<file path="src/rtl/arp_pkg.sv">
// rtl/arp_pkg.sv - ARP/Ethernet field constants, request frame layout and FSM state encoding
package arp_pkg;

  localparam logic [15:0] ETH_TYPE_ARP   = 16'h0806;
  localparam logic [15:0] ARP_HTYPE_ETH  = 16'h0001;
  localparam logic [15:0] ARP_PTYPE_IPV4 = 16'h0800;
  localparam logic [7:0]  ARP_HLEN_ETH   = 8'h06;
  localparam logic [7:0]  ARP_PLEN_IPV4  = 8'h04;
  localparam logic [15:0] ARP_OPER_REQ   = 16'h0001;
  localparam logic [15:0] ARP_OPER_REP   = 16'h0002;

  localparam int ARP_FRAME_LEN = 42;
  localparam int ETH_MIN_LEN   = 60;

  // Byte offsets within the Ethernet frame
  localparam int OFF_DST   = 0;
  localparam int OFF_SRC   = 6;
  localparam int OFF_ETYPE = 12;
  localparam int OFF_HTYPE = 14;
  localparam int OFF_PTYPE = 16;
  localparam int OFF_HLEN  = 18;
  localparam int OFF_PLEN  = 19;
  localparam int OFF_OPER  = 20;
  localparam int OFF_SHA   = 22;
  localparam int OFF_SPA   = 28;
  localparam int OFF_THA   = 32;
  localparam int OFF_TPA   = 38;

  typedef enum logic [1:0] {IDLE, SEND, WAIT, DONE} state_t;

  // Byte idx of a broadcast ARP request; anything past the ARP payload reads as zero padding.
  function automatic logic [7:0] arp_frame_byte(input logic [5:0]  idx,
                                                input logic [47:0] smac,
                                                input logic [31:0] sip,
                                                input logic [31:0] tip);
    logic [7:0] f [0:63];
    for (int i = 0; i < 64; i++) f[i] = 8'h00;
    for (int i = 0; i < 6; i++) begin
      f[OFF_DST + i] = 8'hff;
      f[OFF_SRC + i] = smac[8*(5-i) +: 8];
      f[OFF_SHA + i] = smac[8*(5-i) +: 8];
      f[OFF_THA + i] = 8'h00;
    end
    f[OFF_ETYPE]     = ETH_TYPE_ARP[15:8];
    f[OFF_ETYPE + 1] = ETH_TYPE_ARP[7:0];
    f[OFF_HTYPE]     = ARP_HTYPE_ETH[15:8];
    f[OFF_HTYPE + 1] = ARP_HTYPE_ETH[7:0];
    f[OFF_PTYPE]     = ARP_PTYPE_IPV4[15:8];
    f[OFF_PTYPE + 1] = ARP_PTYPE_IPV4[7:0];
    f[OFF_HLEN]      = ARP_HLEN_ETH;
    f[OFF_PLEN]      = ARP_PLEN_IPV4;
    f[OFF_OPER]      = ARP_OPER_REQ[15:8];
    f[OFF_OPER + 1]  = ARP_OPER_REQ[7:0];
    for (int i = 0; i < 4; i++) begin
      f[OFF_SPA + i] = sip[8*(3-i) +: 8];
      f[OFF_TPA + i] = tip[8*(3-i) +: 8];
    end
    return f[idx];
  endfunction

endpackage

</file>
<file path="src/rtl/arp_req_timer.sv">
// rtl/arp_req_timer.sv - per-attempt reply timeout counter; saturates at timeout_cycles-1 and flags it
module arp_req_timer #(
  parameter int timeout_cycles = 125_000_000
) (
  input  logic clk,
  input  logic resetn,
  input  logic clr,
  input  logic en,
  output logic tc
);

  localparam int            TW   = $clog2(timeout_cycles);
  localparam logic [TW-1:0] LAST = TW'(timeout_cycles - 1);

  logic [TW-1:0] count;

  always_ff @(posedge clk or negedge resetn) begin
    if (!resetn) begin
      count <= '0;
    end else if (clr) begin
      count <= '0;
    end else if (en && (count != LAST)) begin
      count <= count + TW'(1);
    end
  end

  assign tc = en && (count == LAST);

endmodule

</file>
<file path="src/rtl/arp_request.sv">
// rtl/arp_request.sv - ARP initiator: broadcast request, await matching reply, retry on timeout.
// ARP_REQ_PAD_EN: pad the request with zeros to the 60-byte Ethernet minimum.
module arp_request
  import arp_pkg::*;
#(
  parameter logic [47:0] local_mac      = 48'h00_0a_35_01_02_03,
  parameter logic [31:0] local_ip       = 32'h10_00_00_80,
  parameter int          timeout_cycles = 125_000_000,
  parameter int          max_retries    = 3
) (
  input  logic        clk,
  input  logic        resetn,
  input  logic        req_valid,
  output logic        req_ready,
  input  logic [31:0] req_ip,
  output logic        tx_tvalid,
  input  logic        tx_tready,
  output logic [7:0]  tx_tdata,
  output logic        tx_tlast,
  output logic        tx_tuser,
  input  logic        arp_reply_valid,
  input  logic [31:0] arp_reply_ip,
  input  logic [47:0] arp_reply_mac,
  output logic        res_valid,
  output logic        res_fail,
  output logic [47:0] res_mac
);

`ifdef ARP_REQ_PAD_EN
  localparam int FRAME_LEN = ETH_MIN_LEN;
`else
  localparam int FRAME_LEN = ARP_FRAME_LEN;
`endif
  localparam int              RW        = (max_retries > 0) ? $clog2(max_retries + 1) : 1;
  localparam logic [5:0]      LAST_IDX  = 6'(FRAME_LEN - 1);
  localparam logic [RW-1:0]   MAX_RETRY = RW'(max_retries);

  state_t        state, state_nxt;
  logic [5:0]    byte_idx;
  logic [31:0]   target;
  logic [RW-1:0] retry_cnt;
  logic          pend_hit;
  logic [47:0]   pend_mac;
  logic          armed;

  logic handshake, match, xfer, last_xfer, timeout, can_retry;

  assign handshake = req_valid && armed && (state == IDLE);
  assign match     = arp_reply_valid && (arp_reply_ip == target);
  assign xfer      = (state == SEND) && tx_tready;
  assign last_xfer = xfer && (byte_idx == LAST_IDX);
  assign can_retry = retry_cnt < MAX_RETRY;
  assign tx_tuser  = 1'b0;

  arp_req_timer #(
    .timeout_cycles(timeout_cycles)
  ) u_timer (
    .clk   (clk),
    .resetn(resetn),
    .clr   (last_xfer),
    .en    (state == WAIT),
    .tc    (timeout)
  );

  always_ff @(posedge clk or negedge resetn) begin
    if (!resetn) state <= IDLE;
    else         state <= state_nxt;
  end

  always_comb begin
    state_nxt = state;
    req_ready = 1'b0;
    tx_tvalid = 1'b0;
    tx_tdata  = 8'h00;
    tx_tlast  = 1'b0;
    res_valid = 1'b0;
    case (state)
      IDLE: begin
        req_ready = armed;
        if (handshake) state_nxt = SEND;
      end
      SEND: begin
        tx_tvalid = 1'b1;
        tx_tdata  = arp_frame_byte(byte_idx, local_mac, local_ip, target);
        tx_tlast  = (byte_idx == LAST_IDX);
        // A reply seen while the frame was still going out skips WAIT entirely.
        if (last_xfer) state_nxt = (pend_hit || match) ? DONE : WAIT;
      end
      WAIT: begin
        if (match)                       state_nxt = DONE;
        else if (timeout && can_retry)   state_nxt = SEND;
        else if (timeout)                state_nxt = DONE;
      end
      DONE: begin
        res_valid = 1'b1;
        state_nxt = IDLE;
      end
      default: state_nxt = IDLE;
    endcase
  end

  always_ff @(posedge clk or negedge resetn) begin
    if (!resetn) begin
      armed     <= 1'b0;
      byte_idx  <= '0;
      target    <= '0;
      retry_cnt <= '0;
      pend_hit  <= 1'b0;
      pend_mac  <= '0;
      res_fail  <= 1'b0;
      res_mac   <= '0;
    end else begin
      armed <= 1'b1;
      case (state)
        IDLE: begin
          if (handshake) begin
            target    <= req_ip;
            retry_cnt <= '0;
            byte_idx  <= '0;
            pend_hit  <= 1'b0;
          end
        end
        SEND: begin
          if (match) begin
            pend_hit <= 1'b1;
            pend_mac <= arp_reply_mac;
          end
          if (xfer && !last_xfer) byte_idx <= byte_idx + 6'd1;
          if (last_xfer && (pend_hit || match)) begin
            res_mac  <= match ? arp_reply_mac : pend_mac;
            res_fail <= 1'b0;
          end
        end
        WAIT: begin
          if (match) begin
            res_mac  <= arp_reply_mac;
            res_fail <= 1'b0;
          end else if (timeout) begin
            if (can_retry) begin
              retry_cnt <= retry_cnt + RW'(1);
              byte_idx  <= '0;
            end else begin
              res_fail <= 1'b1;
            end
          end
        end
        default: ;
      endcase
    end
  end

endmodule

</file>
<file path="config.mk">
export PLATFORM = sky130hd
export DESIGN_NAME = arp_request
export DESIGN_NICKNAME = d
export VERILOG_FILES = /design/src/rtl/arp_pkg.sv /design/src/rtl/arp_req_timer.sv /design/src/rtl/arp_request.sv
export SDC_FILE = /design/constraint.sdc
export NUM_CORES = 1
export LEC_CHECK = 0
export ABC_AREA = 1
export BUFFER_PORTS_ARGS = -buffer_cell sky130_fd_sc_hd__buf_4
export CAP_MARGIN = 10
export CORE_MARGIN = 4
export CORE_UTILIZATION = 63
export CTS_BUF_LIST = sky130_fd_sc_hd__clkbuf_2 sky130_fd_sc_hd__clkbuf_4 sky130_fd_sc_hd__clkbuf_8
export CTS_CLUSTER_SIZE = 40
export DETAILED_ROUTE_END_ITERATION = 12
export PLACE_DENSITY = 0.87
export SYNTH_ARGS = -nofsm -noshare
export SYNTH_HDL_FRONTEND = slang
export SYNTH_SLANG_ARGS = --single-unit
</file>
<file path="constraint.sdc">
create_clock -name clk -period 5.6 [get_ports clk]
set_clock_uncertainty 0.05 [all_clocks]
set_input_delay 0.84 -clock clk [delete_from_list [all_inputs] [get_ports clk]]
set_output_delay 0.84 -clock clk [all_outputs]
set_load 0.05 [all_outputs]
</file>
Word level (Yosys, flattened, before mapping):

Cells that the tools add are included.

* flip-flop bits (word level): 168
* bits in latches: 0
* RAM bits: 0
* bits in read-only memories: 0
* output and inout port bits: 62
* logic and storage cells: 100
* memories kept: 0

* add/sub/neg operators: 3
* multiply operators: 0
* divide/modulo/power cells: 0
* order comparisons: 2
* eq/ne operators: 19
* shift operators: 0
* mux-type cells: 40
* bitwise gates (word level): 1
* reduce and logical (&&, ||, !) cells: 25

Operator list (number)
* 2-to-1 mux 48 bit: 3
* one-hot mux 48 bit (2 select lines): 1
* 2-to-1 mux 27 bit: 2
* binary-select mux 8 bit (select 6 bit): 1
* == test 32 bit: 1
* 2-to-1 mux 6 bit: 5
* adder 27 x 1 -> 27 bit, second input constant: 1
* == test 27 bit, second input constant: 1
* != test 27 bit, second input constant: 1
* 2-to-1 mux 8 bit: 3
* 2-to-1 mux 2 bit: 9
* one-hot mux 6 bit (3 select lines): 1
* != test 2 bit, second input constant: 7
* 2-to-1 mux 1 bit: 11
* logical AND 1 bit: 10
* AND reduction 3 bit: 3
* one-hot mux 2 bit (4 select lines): 1
* nonzero test 2 bit: 4
* greater-or-equal comparator 7 bit, second input constant: 1
* inverter 6 -> 7 bit: 1
* adder 6 x 1 -> 6 bit, second input constant: 1
* == test 6 bit, second input constant: 1
* != test 3 bit, second input constant: 2
* AND reduction 6 bit: 1
* other kinds (15): 18

Depth between registers and ports, before layout:

Gate-level depths: netlist (run 1).

* word-level depth: 7
* depth in mapped cells: 17
* gate-level depth less buffers: 15

Modules after synthesis:

From an unflattened synthesis (run 1), not the netlist that was laid out.

* cells, all modules: 1582
* area, all modules: 10520.1 um2

By module, submodules not included
* arp_request: instances 1, cells each 1282, area an instance 8598.2 um2, seq. area each 3528.4 um2
* arp_req_timer: instances 1, cells each 300, area an instance 1921.8 um2, seq. area each 675.6 um2

Worst setup path before layout (run 1):

Ideal clock, no wire load.

* path type: flip-flop to output port
* start: register state[1]
* end: output port tx_tdata[3]
* arrival: 4052 ps
* data required time: 4710 ps
* slack: 658 ps
* cell stages (with the launch flop): 7
* cells stage by stage: dfrtp_1 -> inv_1 -> ha_1 -> buf_2 -> clkbuf_1 -> nand2_1 -> a2111oi_0

* cells in the longest elaborated chain, start to end: 2

RTL lines
* start, declared: line arp_request.sv:38 `state_t state, state_nxt;`
* start signal, assigned: line arp_request.sv:67 `else state <= state_nxt;`
* == test 2 x 1 -> 1 bit: line arp_request.sv:77 `case (state)`
* 2-to-1 mux 8 bit: line arp_request.sv:77
* end, declared: line arp_request.sv:18 `output logic [7:0] tx_tdata,`

Every way passes these cells.

Final worst setup path (run 1):

* start: register byte_idx[0]
* end: output port tx_tdata[3]

* cells in the longest elaborated chain, start to end: 5

RTL lines
* start, declared: line arp_request.sv:39 `logic [5:0] byte_idx;`
* start signal, assigned: line arp_request.sv:128 `if (xfer && !last_xfer) byte_idx <= byte_idx + 6'd1;`
* inverter 6 -> 7 bit (not written as such): line arp_pkg.sv:58 `return f[idx];`
* binary-select mux 8 bit (select 6 bit): line arp_pkg.sv:58
* 2-to-1 mux 8 bit (not written as such) (2 in series): line arp_pkg.sv:58
* 2-to-1 mux 8 bit: line arp_request.sv:77

Every way passes these cells. The select of a mux whose other input is x is not followed.

==> summary.txt, run 1 <==
Slew headroom - 20.60%
initial drt markers - 866
first-pass GRT wire length - 45,220 µm
share of the synthesized area in the top cell type - 40.99%
Yosys top cell by area - dfrtp_1
area of the multi-input gates - 4921 µm²
top_reg_cell synth - dfrtp_1
Pre-antenna DRT Iters - 5
final worst slack - 1.466 ns
initial antenna violation count - 0
Ports - 179
share of layout cells above drive strength 1 - 14.36%
Layout fillers - 1,294
Post-CTS Hold Fix Bufs - 0
drt wl/cell - 14.53 µm
synthesized instance count - 1,525
cell breakdown of the critical path - inv_1 -> ha_1 -> nand3_1 -> a21oi_1 -> a2111oi_0 -> buf_4
synth cell count leaders - nand2_1 (505), nand3_1 (233), inv_1 (206)
CTS root buf - clkbuf_8
Rows - 46
global route overflow - 0
Final nets - 1,788
Max Cap Viol - 0
hold crit path type - input port to async pin
post-route minimum period - 4.134 ns
EDFF count, synth - 0
fin area - 12,070 µm²
register clock-pin slew on the reported worst setup and hold paths - 0.10 ns
average size of a mapped cell - 6.726 µm²
Num Clock Sinks - 168
crit share post-route - 73.82%
delay-heaviest family, CP - flip-flops
core box area - 15,940 µm²
CP arrival - 3.24 ns
Util after Layout - 75.69%
die height - 135.6 µm
final non-filler cell total - 1,887
register area share after synthesis - 40.99%
GRT Total Usage - 30.00%
Slew @ Worst Pin - 1.188 ns
Syn. warnings - 0
Post CTS Setup Buffer Count - 0
Die W - 135.6 µm
top post-synthesis cells by area - dfrtp_1 (41%), nand2_1 (18%), nand3_1 (11%)
Die ar. - 18,390 µm²
fmax - 241.9 MHz
CTS tree - built
final setup fails - 0
CP peak stage delay - 1.10 ns
Initial Util - 64.34%
Ant. Diodes - 0
CP Launch Type - flop
IO Port Bufs - 177
Routed Antenna Nets - 0
dpl cells - 1,855
placed inst area - 11,620 µm²
P&R area growth vs syn - 17.65%
final wirelength - 27,420 µm
maximum vdd drop - 0.0002530 V
CP max-delay cell - dfrtp_1
pwr/cell area - 291.9 nW/µm²
LEAKAGE - 6.647 nW
Synth async-reset ratio - 100.0%
hold_ws - 0.2874 ns
largest net degree at the start of global routing - 105
RSZ-0062 raised after global routing - false
Worst Path Max Fanout - 34
final-report hold violation count - 0
Tot Pwr - 3.523 mW
vias in the first global route - 9,743
gpl congestion - 0.9386
Setup TNS - 0 ns
register bit total from synthesis - 168
status - finished clean
total CTS buffers - 17
Setup CP Type - flop to output pin
CP required - 4.71 ns
DP HPWL - 18,840 µm
count leader, synth - nand2_1
H-tree depth - 4
Slew Limit Fails - 0
dpl ws - 1.842 ns
routed vias - 10,360
Syn Nets - 1,655
post-CTS sizing - 0
Cell variety after synth - 44
register area - 4204 µm²
Setup crit end kind - output pin
DRC - 0
routed vias/inst - 5.489
maximum buffer depth of the clock tree - 2
Mapped Area - 10,260 µm²
worst-skew pair later-pin latency - 0.46 ns
buffer and inverter count on the worst path - 2
-- cell type report --
| cell class | instances | area share (%) |
|---|---|---|
| timing repair buffer | 188 | 11.73 |
| clock inverter | 13 | 1.586 |
| multi-input combinational | 1067 | 40.78 |
| tap | 216 | 2.240 |
| sequential | 168 | 34.84 |
| inverter | 216 | 6.719 |
| clock buffer | 19 | 2.115 |
-- state kept, by name, summed over array words and instances (netlist names) --
register	count
res_fail	1
pend_hit	1
byte_idx	6
pend_mac	48
retry_cnt	2
res_mac	48
state	2
u_timer.count	27
armed	1
target	32
-- worst paths after layout --
path,from,endpoint,slack (ns),depth (start not counted)
max in group asynchronous,resetn,res_mac[27],4.07,2
min in group clk,res_mac[33],res_mac[33],0.44,2
setup / recovery,byte_idx[0],tx_tdata[3],1.47,6
hold / removal,resetn,u_timer.count[19],0.29,1
setup reg to reg,byte_idx[0],res_mac[27],2.20,10
hold reg to reg,res_mac[33],res_mac[33],0.44,2
-- power breakdown --
part	switching (mW)	internal, mW
Sequential	0.102	1.36
Clock	0.471	0.508
Combinational	0.751	0.326
Total	1.32	2.20
-- worst register-to-register path: stages, from the launching register on --
cell,delay [ns]
dfrtp_1,1.10
ha_1,0.33
nand2_1,0.09
nor3_4,0.23
nand2_2,0.29
inv_2,0.29
nand2_1,0.13
nand2_2,0.09
buf_4,0.45
nand3_1,0.20
nand2_1,0.09
-- cells by family after synthesis --
group                    Yosys count  synth area share [%]
AND/OR/NAND/NOR                  882                 36.36
multiplexers                       4                0.3904
AO/OA/AOI/OAI                    150                 7.953
flip-flops                       168                 40.99
XOR/XNOR                          16                 1.366
buffers and inverters            290                 11.28
other                              2               0.07322
adder cells (fa/ha/maj)           13                 1.586
-- routing by layer --
metal / wire length (µm) / track usage, % / vias to the layer above
met5: 0 / 0 / -
met4: 616 / 9.910 / 0
met3: 2016 / 6.092 / 52
met2: 13200 / 49.64 / 403
met1: 11590 / 39.71 / 4815
li1: - / - / 5088
-- cells in the final DEF, fill, tap and decap left out, types with 9 or more instances in the layout --
cell type  instances
a21oi_1           32
inv_1            206
clkbuf_8          18
buf_4            187
o22ai_1            9
nand4_1           19
nand2_1          505
nor2_1            93
xnor2_1            9
dfrtp_1          168
nand3_1          233
o21ai_0           85
nor3_1            14
ha_1              11
Power figures use the tool's default switching activity.
==> run 2: changes to the inputs <==
Settings changed: CORE_UTILIZATION 63 to 53, PLACE_DENSITY 0.87 to 0.78.
Clock period 5.6 ns to 3.76 ns, I/O delays scaled along.
==> summary.txt, run 2 (synthesized netlist as in run 1, its figures left out) <==
most common cell after layout, fill and taps aside - nand2_1
Setup CP Type - flop to output pin
final setup fails - 0
maximum vdd drop - 0.0002430 V
Final nets - 1,791
combinational fraction of design power - 31.5%
total CTS buffers - 17
buffer and inverter count on the worst path - 3
vias in the first global route - 9,791
global route overflow - 0
Met3 Routed Length - 1505 µm
placed inst area - 11,720 µm²
P_int - 3.115 mW
Die W - 147.1 µm
CP max-delay cell - o311ai_0
worst reg-to-reg setup slack - 0.94 ns
area of the multi-input gates - 4937 µm²
Highest Signal Layer - met4
commonest cells after routing, fill and taps aside - nand2_1 (505), nand3_1 (233), inv_1 (206)
register clock-pin slew on the reported worst setup and hold paths - 0.09 ns
first-pass GRT wire length - 46,290 µm
share of layout cells above drive strength 1 - 14.58%
CTS tree - built
Ant. Diodes - 0
Net Sw Frac - 38.87%
pwr/cell area - 420.5 nW/µm²
Die ar. - 21,640 µm²
CTS root buf - clkbuf_8
LEAKAGE - 6.650 nW
gpl congestion - 0.8985
leading registers by flop count - pend_mac (48), res_mac (48), target (32)
drt wl/cell - 14.15 µm
fmax - 320.8 MHz
Slew Limit Fails - 0
met2 wire length - 13,350 µm
P&R area growth vs syn - 18.14%
routed vias - 10,260
status - finished clean
core box area - 18,890 µm²
post-route minimum period - 3.117 ns
IO Port Bufs - 177
CP Launch Type - flop
clock power share - 25.7%
CP peak stage delay - 0.37 ns
Tot Pwr - 5.095 mW
final wirelength - 27,370 µm
final-report hold violation count - 0
DRC - 0
H-tree depth - 4
Post CTS Setup Buffer Count - 0
Slew @ Worst Pin - 0.9161 ns
fin area - 12,120 µm²
most used cell, CP - buf_4
Slew headroom - 38.93%
die height - 147.1 µm
NetSw - 1.981 mW
routed vias/inst - 5.303
wl on met1 - 11,900 µm
delay-heaviest family, CP - buffers and inverters
Setup crit end kind - output pin
part of the power in registers - 42.8%
worst-skew pair later-pin latency - 0.47 ns
maximum buffer depth of the clock tree - 2
crit share post-route - 82.90%
Reg-to-Reg Start - byte_idx[4]
Ports - 179
initial drt markers - 889
DP HPWL - 18,950 µm
CP required - 3.15 ns
Initial Util - 54.29%
Layout fillers - 1,755
cell breakdown of the critical path - buf_4 -> inv_1 -> ha_1 -> nand2_1 -> nor2_1 -> o311ai_0 -> a21oi_1 -> buf_4
hold crit path type - input port to async pin
Num Clock Sinks - 168
largest net degree at the start of global routing - 101
RSZ-0062 raised after global routing - false
cell depth of the worst setup path - 8
register area - 4204 µm²
Pre-antenna DRT Iters - 6
Max Cap Viol - 0
Rows - 50
Routed Antenna Nets - 0
Post-CTS Hold Fix Bufs - 0
Worst Path Max Fanout - 34
GRT Total Usage - 25.65%
r2r endpoint - res_mac[37]
Setup TNS - 0 ns
initial antenna violation count - 0
post-CTS sizing - 0
CP arrival - 2.50 ns
R2R depth - 12
run 2: cell types whose count changed in the layout (fill, tap and decap cells not counted), moves of 2 or more:
cell,change
clkbuf_8,+2
buf_4,+3
inv_6,+2
clkinvlp_4,-2
clkinv_4,+2
bufinv_16,-3
run 2: metrics by stage:
| step | cells | hold WS [ns] | setup slack, ns | util, % |
|---|---|---|---|---|
| 2_1_floorplan | 1525 | 0.2184 | 0.4191 | - |
| 3_3_place_gp | 1902 | 0.4118 | 1.030 | 62.01 |
| 3_5_place_dp | 1902 | 0.4162 | 0.9496 | 62.01 |
| 4_1_cts | 1934 | 0.06680 | 0.6098 | 64.14 |
| 5_1_grt | 1934 | 0.1078 | 0.4506 | 64.14 |
| 6_report | 1934 | 0.05612 | 0.6428 | 64.14 |
run 2: area by class of cell:
class                           instances  area share [%]
Tap cell                              260           2.685
Clock inverter                         12           1.053
Sequential cell                       168           34.69
Timing Repair Buffer                  191           11.86
Inverter                              216           6.691
Clock buffer                           20           2.272
Multi-Input combinational cell       1067           40.74
run 2: worst max path at each step:
| stage | startpoint | end | slack [ns] |
|---|---|---|---|
| floorplan | state[1] | tx_tdata[5] | 0.42 |
| global placement | arp_reply_ip[0] | res_mac[12] | 1.03 |
| detailed placement | arp_reply_ip[1] | res_mac[27] | 0.95 |
| CTS | byte_idx[0] | tx_tdata[2] | 0.61 |
| global route | byte_idx[0] | tx_tdata[2] | 0.45 |
| finish | byte_idx[0] | tx_tdata[2] | 0.64 |
run 2: per-layer routing:
layer	GRT usage [%]	vias up
li1	-	5105
met4	9.226	0
met1	34.03	4767
met3	4.226	50
met5	0	-
met2	42.72	334
run 2: worst reg2reg max path: cells and delay by family (launching register included):
family / cells / cell delay [ns]
and+or+nand+nor: 8 / 1.11
DFF: 1 / 0.48
buffers and inverters: 4 / 1.11
run 2: power groups by stage:
stage          clock network (mW)  registers (mW)  logic [mW]
2_1_floorplan                   0            2.96       0.251
3_3_place_gp                    0            2.21        1.60
3_5_place_dp                    0            2.21        1.62
4_1_cts                      1.35            2.18        1.62
5_1_grt                      1.43            2.21        1.70
6_report                     1.31            2.18        1.60
==> run 3: changes to the inputs <==
Settings changed: ABC_AREA 1 to 0, CORE_UTILIZATION 53 to 52.
Clock period 3.76 ns to 2.6 ns, I/O delays scaled along.
==> summary.txt, run 3 <==
Worst Path Max Fanout - 5
routed vias - 6,923
Die ar. - 18,920 µm²
status - complete, but fails checks
final worst slack - -0.1667 ns
hold_ws - 0.09390 ns
DRC - 0
Final nets - 1,104
Setup crit end kind - output pin
fmax - 361.4 MHz
Tot Pwr - 13.78 mW
placed inst area - 10,710 µm²
Cell variety after synth - 60
final wirelength - 24,460 µm
share of layout cells above drive strength 1 - 52.28%
H-tree depth - 4
Routed Antenna Nets - 0
register area - 4205 µm²
IO Port Bufs - 177
final-report hold violation count - 0
Slew Limit Fails - 0
Num Clock Sinks - 168
first-pass GRT wire length - 35,710 µm
Die W - 137.6 µm
Syn. warnings - 0
fin area - 11,910 µm²
register clock-pin slew on the reported worst setup and hold paths - 0.11 ns
Initial Util - 52.81%
crit share post-route - 106.4%
Layout fillers - 1,128
worst-skew pair later-pin latency - 0.47 ns
final setup fails - 55
most common cell after layout, fill and taps aside - buf_4
area of the multi-input gates - 4731 µm²
failing checks - negative setup slack
share of the synthesized area in the top cell type - 48.17%
Ports - 179
Ant. Diodes - 0
maximum vdd drop - 0.0007951 V
leading registers by flop count - pend_mac (48), res_mac (48), target (32)
count leader, synth - mux2_2
CTS root buf - clkbuf_8
Setup CP Type - flop to output pin
top post-synthesis cells by area - dfrtp_1 (48%), mux2_2 (22%), xnor2_1 (3.4%)
core box area - 16,520 µm²
Synth async-reset ratio - 100.0%
top_reg_cell synth - dfrtp_1
vias in the first global route - 6,908
RSZ-0062 raised after global routing - true
Rows - 47
pwr/cell area - 1157 nW/µm²
DP HPWL - 15,750 µm
Pre-antenna DRT Iters - 5
initial drt markers - 426
post-route minimum period - 2.767 ns
CP arrival - 2.33 ns
Max Cap Viol - 0
gpl congestion - 0.8804
routed vias/inst - 5.736
dpl cells - 1,148
final non-filler cell total - 1,207
commonest cells after routing, fill and taps aside - buf_4 (233), dfrtp_1 (167), mux2_2 (129)
total CTS buffers - 17
CTS tree - built
Mapped Area - 8727 µm²
die height - 137.6 µm
LEAKAGE - 5.670 nW
P&R area growth vs syn - 36.52%
CP Launch Type - flop
EDFF count, synth - 0
average size of a mapped cell - 11.84 µm²
hold crit path type - input port to flop
Syn Nets - 867
register bit total from synthesis - 168
Setup TNS - -3.559 ns
GRT Total Usage - 24.24%
global route overflow - 0
CP required - 2.16 ns
largest net degree at the start of global routing - 60
Yosys top cell by area - dfrtp_1
maximum buffer depth of the clock tree - 2
initial antenna violation count - 0
synth cell count leaders - mux2_2 (169), dfrtp_1 (168), nor2_1 (39)
synthesized instance count - 737
register area share after synthesis - 48.17%
drt wl/cell - 20.27 µm
[run 3: cells by family (layout without fill, tap and decap cells)]
logic type	count (synthesis)	after routing	synth area share, %
AND/OR/NAND/NOR	157	157	9.649
AO/OA/AOI/OAI	95	95	7.355
buffers and inverters	57	307	2.882
other	2	2	0.08605
multiplexers	196	196	25.08
adder cells (fa/ha/maj)	13	13	1.864
XOR/XNOR	49	49	4.918
flip-flops	168	168	48.17
[run 3: metal layers]
metal | wire length, µm | global-route usage, % | vias to the layer above
li1 | - | - | 3152
met1 | 9583 | 29.18 | 3492
met2 | 12680 | 41.84 | 235
met3 | 1570 | 6.684 | 44
met4 | 634 | 8.315 | 0
met5 | 0 | 0 | -
[run 3: area by class of cell]
cell class,instances,area share [%]
flip-flops and latches,168,35.30
well taps,220,2.310
multi-input cells,512,39.71
repair buffers,261,18.74
clock buffers,17,1.964
clock inverters,15,1.439
inverters,14,0.5461
[run 3: worst paths after layout]
check                            startpoint           endpoint  slack (ns)  depth (start not counted)
setup / recovery                byte_idx[0]        tx_tdata[1]       -0.17                         10
hold / removal             arp_reply_mac[5]        pend_mac[5]        0.09                          2
setup reg to reg                 target[22]        res_mac[20]       -0.09                          8
hold reg to reg                pend_mac[31]       pend_mac[31]        0.46                          1
max in group asynchronous            resetn  u_timer.count[15]        1.32                          3
min in group asynchronous            resetn   u_timer.count[3]        0.41                          2
[run 3: per-stage QoR]
step	util, %	worst slack (ns)
2_1_floorplan	-	0.02512
3_3_place_gp	64.80	-0.2727
3_5_place_dp	64.80	-0.2880
4_1_cts	69.86	-0.05345
5_1_grt	72.10	-0.2806
6_report	72.10	-0.1667
[run 3: worst max-delay path: stages, from the launching register on]
cell,delay (ns)
dfrtp_1,0.41
buf_12,0.13
clkinvlp_4,0.13
buf_4,0.17
ha_1,0.20
inv_1,0.07
nand3_1,0.11
a21oi_2,0.19
o32ai_1,0.11
and2_1,0.18
buf_6,0.15
[run 3: power breakdown]
| part | leakage [nW] | switching (mW) | internal [mW] |
|---|---|---|---|
| registers | 2.23 | 0.572 | 3.32 |
| clock network | 0.205 | 1.11 | 0.814 |
| logic | 3.23 | 4.20 | 3.77 |
| total | 5.67 | 5.88 | 7.90 |
[run 3: timing repair]
| item | 4_1_cts | 5_1_grt |
|---|---|---|
| hold buffers | 1 | 0 |
| buffers inserted | 11 | 9 |
| hold endpoints to repair | 48 | 0 |
| pin swaps | 10 | 18 |
| cloned | 3 | 4 |
| gates resized for setup | 63 | 50 |
| endpoints found under the setup margin | 55 | 99 |
